$ cat config.mk
export PLATFORM = sky130hd
export DESIGN_NAME = mic_capture_ctrl
export DESIGN_NICKNAME = d
export VERILOG_FILES = /design/src/rtl/mic_pkg.sv /design/src/rtl/mic_clk_gen.sv /design/src/rtl/mic_capture_ctrl.sv
export SDC_FILE = /design/constraint.sdc
export NUM_CORES = 1
export LEC_CHECK = 0
export BUFFER_PORTS_ARGS = -buffer_cell sky130_fd_sc_hd__buf_2
export CORE_MARGIN = 10
export CORE_UTILIZATION = 61
export DETAILED_ROUTE_END_ITERATION = 16
export PLACE_DENSITY = 0.83
export SLEW_MARGIN = 20
export SYNTH_ARGS = -nofsm -noshare
export SYNTH_HDL_FRONTEND = slang
export SYNTH_HIERARCHICAL = 1
export SYNTH_SLANG_ARGS = --single-unit
$ cat constraint.sdc
create_clock -name clk -period 5.1 [get_ports clk]
set_clock_uncertainty 0.2 [all_clocks]
set_input_delay 1.02 -clock clk [delete_from_list [all_inputs] [get_ports clk]]
set_output_delay 1.02 -clock clk [all_outputs]
set_load 0.005 [all_outputs]
$ cat src/rtl/mic_pkg.sv
// Shared types and frame constants for the I2S microphone capture controller.
package mic_pkg;

    typedef enum logic {
        ST_IDLE = 1'b0,
        ST_RUN  = 1'b1
    } state_t;

    localparam int FRAME_BITS = 64;
    localparam int SLOT_BITS  = 32;
    localparam int BITCNT_W   = $clog2(FRAME_BITS);

endpackage

$ cat src/rtl/mic_clk_gen.sv
// Bit-clock divider: toggles mclk every CLK_DIV cycles while run is high, held low otherwise.
module mic_clk_gen #(
    parameter int CLK_DIV = 25
) (
    input  logic clk,
    input  logic reset,
    input  logic run,
    output logic mclk,
    output logic rise_tick,
    output logic fall_tick
);

    localparam int DW = (CLK_DIV > 1) ? $clog2(CLK_DIV) : 1;

    logic [DW-1:0] div_cnt;
    logic          edge_due;

    // Strobes are high in the cycle whose closing edge flips mclk, so logic
    // keyed to them updates on the same clk edge as the mclk transition.
    assign edge_due  = run && (div_cnt == DW'(CLK_DIV - 1));
    assign rise_tick = edge_due && !mclk;
    assign fall_tick = edge_due && mclk;

    always_ff @(posedge clk or posedge reset) begin
        if (reset) begin
            div_cnt <= '0;
            mclk    <= 1'b0;
        end else if (!run) begin
            div_cnt <= '0;
            mclk    <= 1'b0;
        end else if (edge_due) begin
            div_cnt <= '0;
            mclk    <= ~mclk;
        end else begin
            div_cnt <= div_cnt + 1'b1;
        end
    end

endmodule

$ cat src/rtl/mic_capture_ctrl.sv
// I2S MEMS mic capture: frames dataint into samples with valid/ready, block count and overflow.
// Define MIC_STEREO_EN to capture both slots and add the sample_ch output.
module mic_capture_ctrl
    import mic_pkg::*;
#(
    parameter int CLK_DIV   = 25,
    parameter int SAMPLE_W  = 24,
    parameter int BLOCK_LEN = 128
) (
    input  logic                clk,
    input  logic                reset,
    input  logic                enable,
    input  logic                dataint,
    input  logic                sample_ready,
    input  logic                clear_ovf,
    output logic                mclk,
    output logic                ws,
    output logic [SAMPLE_W-1:0] sample_data,
    output logic                sample_valid,
    output logic                block_done,
    output logic                overflow,
    output logic                busy
`ifdef MIC_STEREO_EN
    ,
    output logic                sample_ch
`endif
);

    localparam int              BW       = $clog2(BLOCK_LEN + 1);
    localparam logic [BITCNT_W-2:0] LAST_POS = (BITCNT_W-1)'(SAMPLE_W);

    state_t              state, state_nxt;
    logic                run, rise_tick, fall_tick;
    logic [BITCNT_W-1:0] bitcnt;
    logic [BITCNT_W-2:0] slot_pos;
    logic                slot, capture_slot, in_window, complete, accept, xfer;
    logic [SAMPLE_W-1:0] shifter, shift_nxt;
    logic [SAMPLE_W:0]   shift_ext;
    logic [BW-1:0]       blk_cnt;

    mic_clk_gen #(.CLK_DIV(CLK_DIV)) u_clk_gen (
        .clk       (clk),
        .reset     (reset),
        .run       (run),
        .mclk      (mclk),
        .rise_tick (rise_tick),
        .fall_tick (fall_tick)
    );

    assign run      = (state == ST_RUN);
    assign busy     = run;
    assign slot     = bitcnt[BITCNT_W-1];
    assign slot_pos = bitcnt[BITCNT_W-2:0];
    assign ws       = slot;

`ifdef MIC_STEREO_EN
    assign capture_slot = 1'b1;
`else
    assign capture_slot = !slot;
`endif

    // Slot bit 0 is the I2S one-bit delay; data occupies slot bits 1..SAMPLE_W.
    assign in_window = capture_slot && (slot_pos != '0) && (slot_pos <= LAST_POS);
    assign complete  = rise_tick && in_window && (slot_pos == LAST_POS);
    assign shift_ext = {shifter, dataint};
    assign shift_nxt = shift_ext[SAMPLE_W-1:0];
    assign xfer      = sample_valid && sample_ready;
    assign accept    = !sample_valid || sample_ready;

    always_comb begin
        state_nxt = state;
        case (state)
            ST_IDLE: if (enable) state_nxt = ST_RUN;
            // Stop only at the frame wrap so a started frame always completes.
            ST_RUN:  if (fall_tick && (bitcnt == '1) && !enable) state_nxt = ST_IDLE;
            default: state_nxt = ST_IDLE;
        endcase
    end

    always_ff @(posedge clk or posedge reset) begin
        if (reset) state <= ST_IDLE;
        else       state <= state_nxt;
    end

    always_ff @(posedge clk or posedge reset) begin
        if (reset) begin
            bitcnt  <= '0;
            shifter <= '0;
        end else begin
            if (!run)          bitcnt <= '0;
            else if (fall_tick) bitcnt <= bitcnt + 1'b1;
            if (rise_tick && in_window) shifter <= shift_nxt;
        end
    end

    always_ff @(posedge clk or posedge reset) begin
        if (reset) begin
            sample_data  <= '0;
            sample_valid <= 1'b0;
            overflow     <= 1'b0;
`ifdef MIC_STEREO_EN
            sample_ch    <= 1'b0;
`endif
        end else begin
            if (complete && accept) begin
                sample_data  <= shift_nxt;
                sample_valid <= 1'b1;
`ifdef MIC_STEREO_EN
                sample_ch    <= slot;
`endif
            end else if (xfer) begin
                sample_valid <= 1'b0;
            end
            // A drop in the same cycle as clear_ovf keeps the flag set.
            if (complete && !accept) overflow <= 1'b1;
            else if (clear_ovf)      overflow <= 1'b0;
        end
    end

    always_ff @(posedge clk or posedge reset) begin
        if (reset) begin
            blk_cnt    <= '0;
            block_done <= 1'b0;
        end else begin
            block_done <= 1'b0;
            if (xfer) begin
                if (blk_cnt == BW'(BLOCK_LEN - 1)) begin
                    blk_cnt    <= '0;
                    block_done <= 1'b1;
                end else begin
                    blk_cnt <= blk_cnt + 1'b1;
                end
            end
        end
    end

endmodule

==> results.toml <==
[worst_setup_path]
worstPathRequired_ps = 5120
reg2regPathDepth = 7
crit_arrival_ps = 2670
cp-start-kind = "flop"
largest_incremental_delay_on_the_critical_path_ps = 470
crit_fanout = 24
crit_path_top_delay_cell = "sky130_fd_sc_hd__nand3_2"
setup.worst_path.class = "flop to flop"
timing.critical_path.cells = "inv_1 > ha_1 > nand4b_1 > nor2_1 > and4bb_2 > nand3_2 > mux2_2"
critical_path.endpoint_type = "flop"

[logic_synthesis]
synth_area_per_cell_um2 = 14.2
synth_edf_count = 0
syn_area_um2 = 3010
postSynth.topFlopCell = "sky130_fd_sc_hd__dfrtp_1"
seq_area_frac_synth_pct = 59.1
asyncSetResetFlopFracSynth_pct = 100
synthesis.nets = 223
synthesis.yosys.warnings = 6
ys_ff_latch = 71
synth_cell_type_count = 40
post_synthesis_instance_total = 212

[clock_tree]
cts-resized-gates = 0
cts.path.max_buffers = 2
clock_latency_ps = 340
clk_pin_slew_worst_paths_ps = 70
cts-buffers-inserted = 9
postCtsSetupRepairBufs = 0
holdBufCountCts = 0
number_of_sinks_handled_by_clock_tree_synthesis = 71
cts-root-buf = "sky130_fd_sc_hd__clkbuf_8"
clock_tree.htree_level_count = 3
tritoncts = "done"

[drt]
drt_first_pass_iters = 4
wl_met1_um = 2310
wl_met3_um = 262
detailroute.wirelength.met2_um = 2320
final_antenna_net_count = 0
post-route-drc-count = 0
post_drt_wl_per_cell_um = 15.1
dr_total_vias = 1781
post_detailed_routing_wire_length_um = 4970
detail_route.iter0.violations = 71
top_layer_used = "met4"
post_drt_via_cell_ratio = 5.43

[pwr]
worst_ir_drop_vdd_v = 0.000268
power_per_cell_area_nw_per_um2 = 344
p_leak_nw = 1.80
post-layout-total-power_w = 0.00119

[finish]
fillers = 338
multiInputGateArea_um2 = 1160
antenna_cells_inserted = 0
nets = 267
layout_commonest_cell = "sky130_fd_sc_hd__dfrtp_1"
area.growth.synth_to_final_pct = 15.1
postLayoutCoreUtil_pct = 72.8
area.sequential_um2 = 1780
drive_gt1_share_pct = 41.0
layout_common_cells = "71 x sky130_fd_sc_hd__dfrtp_1, 35 x sky130_fd_sc_hd__mux2_2, 35 x sky130_fd_sc_hd__buf_2, 10 x sky130_fd_sc_hd__mux2_4"

[placement]
port_buffers = 35
gp_congestion = 0.809
dp_hpwl_um = 3290
pre_cts_slack_ps = 2440

[die]
start_util_pct = 63.2
row_count = 25
die_w_um = 90.2
design.die.area_um2 = 8130
chipHeight_um = 90.2
io-pin-count = 36
core_region_area_um2 = 4750

[global_routing]
grt_antenna_before_repair = 0
grt_overflow_total = 0
grt_max_degree = 66
grt_first_pass_wirelength_um = 8980
grt_pass1_vias = 1871
track_usage_pct = 13.3

[sta]
fmax_mhz = 378
setup_tns_ps = 0
postLayoutSetupSlackWorst_ps = 2450
finalMaxSlewViolations = 0
setup_viol = 0
pin_slew_with_the_least_headroom_to_its_limit_ps = 781
fin_hold_ws_ps = 274
finalCriticalPeriod_ps = 2650
period_share_pct = 51.9
timing.slew.headroom_pct = 47.9
grt_setup_unrepaired = "false"
timing_hold_violations_final = 0

[hold_path]
worst_hold_path.num_cells = 1
hold_path_class = "flop to flop"

[status]
run_status = "finished clean"

[job]
max-cap-violations = 0
## synthesized netlist by cell type, types with 2 or more instances
library cell | number | area, um2
sky130_fd_sc_hd__dfrtp_1 | 71 | 1780
sky130_fd_sc_hd__ha_1 | 5 | 62.6
sky130_fd_sc_hd__buf_2 | 2 | 10.0
sky130_fd_sc_hd__a21oi_1 | 4 | 20.0
sky130_fd_sc_hd__mux2_4 | 10 | 150
sky130_fd_sc_hd__nor3_1 | 2 | 10.0
sky130_fd_sc_hd__and3_1 | 4 | 25.0
sky130_fd_sc_hd__nor4_1 | 3 | 18.8
sky130_fd_sc_hd__nand2b_1 | 2 | 12.5
sky130_fd_sc_hd__and4_2 | 2 | 20.0
sky130_fd_sc_hd__and2_1 | 4 | 25.0
sky130_fd_sc_hd__mux2_2 | 35 | 394
sky130_fd_sc_hd__nand3_1 | 4 | 20.0
sky130_fd_sc_hd__nand2_1 | 8 | 30.0
sky130_fd_sc_hd__mux2_1 | 3 | 33.8
sky130_fd_sc_hd__xnor2_1 | 4 | 35.0
sky130_fd_sc_hd__o21ai_0 | 7 | 35.0
sky130_fd_sc_hd__mux2i_1 | 2 | 20.0
sky130_fd_sc_hd__nand4_1 | 4 | 25.0
sky130_fd_sc_hd__inv_1 | 10 | 37.5
sky130_fd_sc_hd__or3_1 | 3 | 18.8
sky130_fd_sc_hd__xor2_1 | 4 | 35.0
sky130_fd_sc_hd__buf_6 | 2 | 22.5
## through the flow
stage | std cells | cell area, um2
global route | 328 | 3460
global placement | 312 | 3250
detailed placement | 312 | 3250
finish | 328 | 3460
CTS | 328 | 3460
floorplan | 212 | 3010
## sequential cells by signal (all words and copies together) (netlist names)
signal,count
blk_cnt,8
block_done,1
u_clk_gen/mclk,1
sample_data,24
overflow,1
shifter,23
sample_valid,1
busy,1
u_clk_gen/div_cnt,5
bitcnt,6
## layout make-up
cell class	count	share of cell area, %
sequential	71	51.4
tap	67	2.42
clock inverter	6	2.46
multi-input combinational	127	33.5
clock buffer	10	3.69
inverter	10	1.08
timing repair buffer	37	5.50
## final timing paths
| kind | start | slack, ps | endpoint |
|---|---|---|---|
| max in group asynchronous | reset | 3480 | sample_data[21] |
| worst min-delay path | blk_cnt[6] | 270 | blk_cnt[6] |
| worst min register to register | blk_cnt[6] | 270 | blk_cnt[6] |
| worst max-delay path | u_clk_gen/div_cnt[0] | 2450 | sample_data[1] |
| worst max register to register | u_clk_gen/div_cnt[0] | 2450 | sample_data[1] |
| min in group asynchronous | reset | 400 | u_clk_gen/div_cnt[3] |
## cells by family after synthesis
kind of cell	Yosys count	synth area share [%]
buffers and inverters	14	2.33
adders and majority gates	5	2.08
muxes	50	19.9
DFF	71	59.1
AOI/OAI and AO/OA	17	4.00
xor gates and xnor gates	8	2.33
and+or+nand+nor	47	10.2
## where the power goes
part | internal, W | leakage [nW] | switching (W)
sequential | 0.000589 | 0.975 | 0.0000273
clock | 0.000274 | 0.102 | 0.000205
combinational | 0.0000457 | 0.717 | 0.0000480
## metal layers
layer | vias up | GRT usage [%]
li1 | 848 | -
met1 | 893 | 17.0
met2 | 33 | 19.8
met3 | 7 | 4.07
met4 | 0 | 6.76
met5 | - | 0
## critical path: cells and delay by family (launching register included)
family                   cells  cell delay (ps)
AND/OR/NAND/NOR              4             1190
multiplexers                 1              470
buffers and inverters        1               90
adder cells (fa/ha/maj)      1              170
flip-flops                   1              400
No activity file was read; power rests on OpenSTA's default activity.
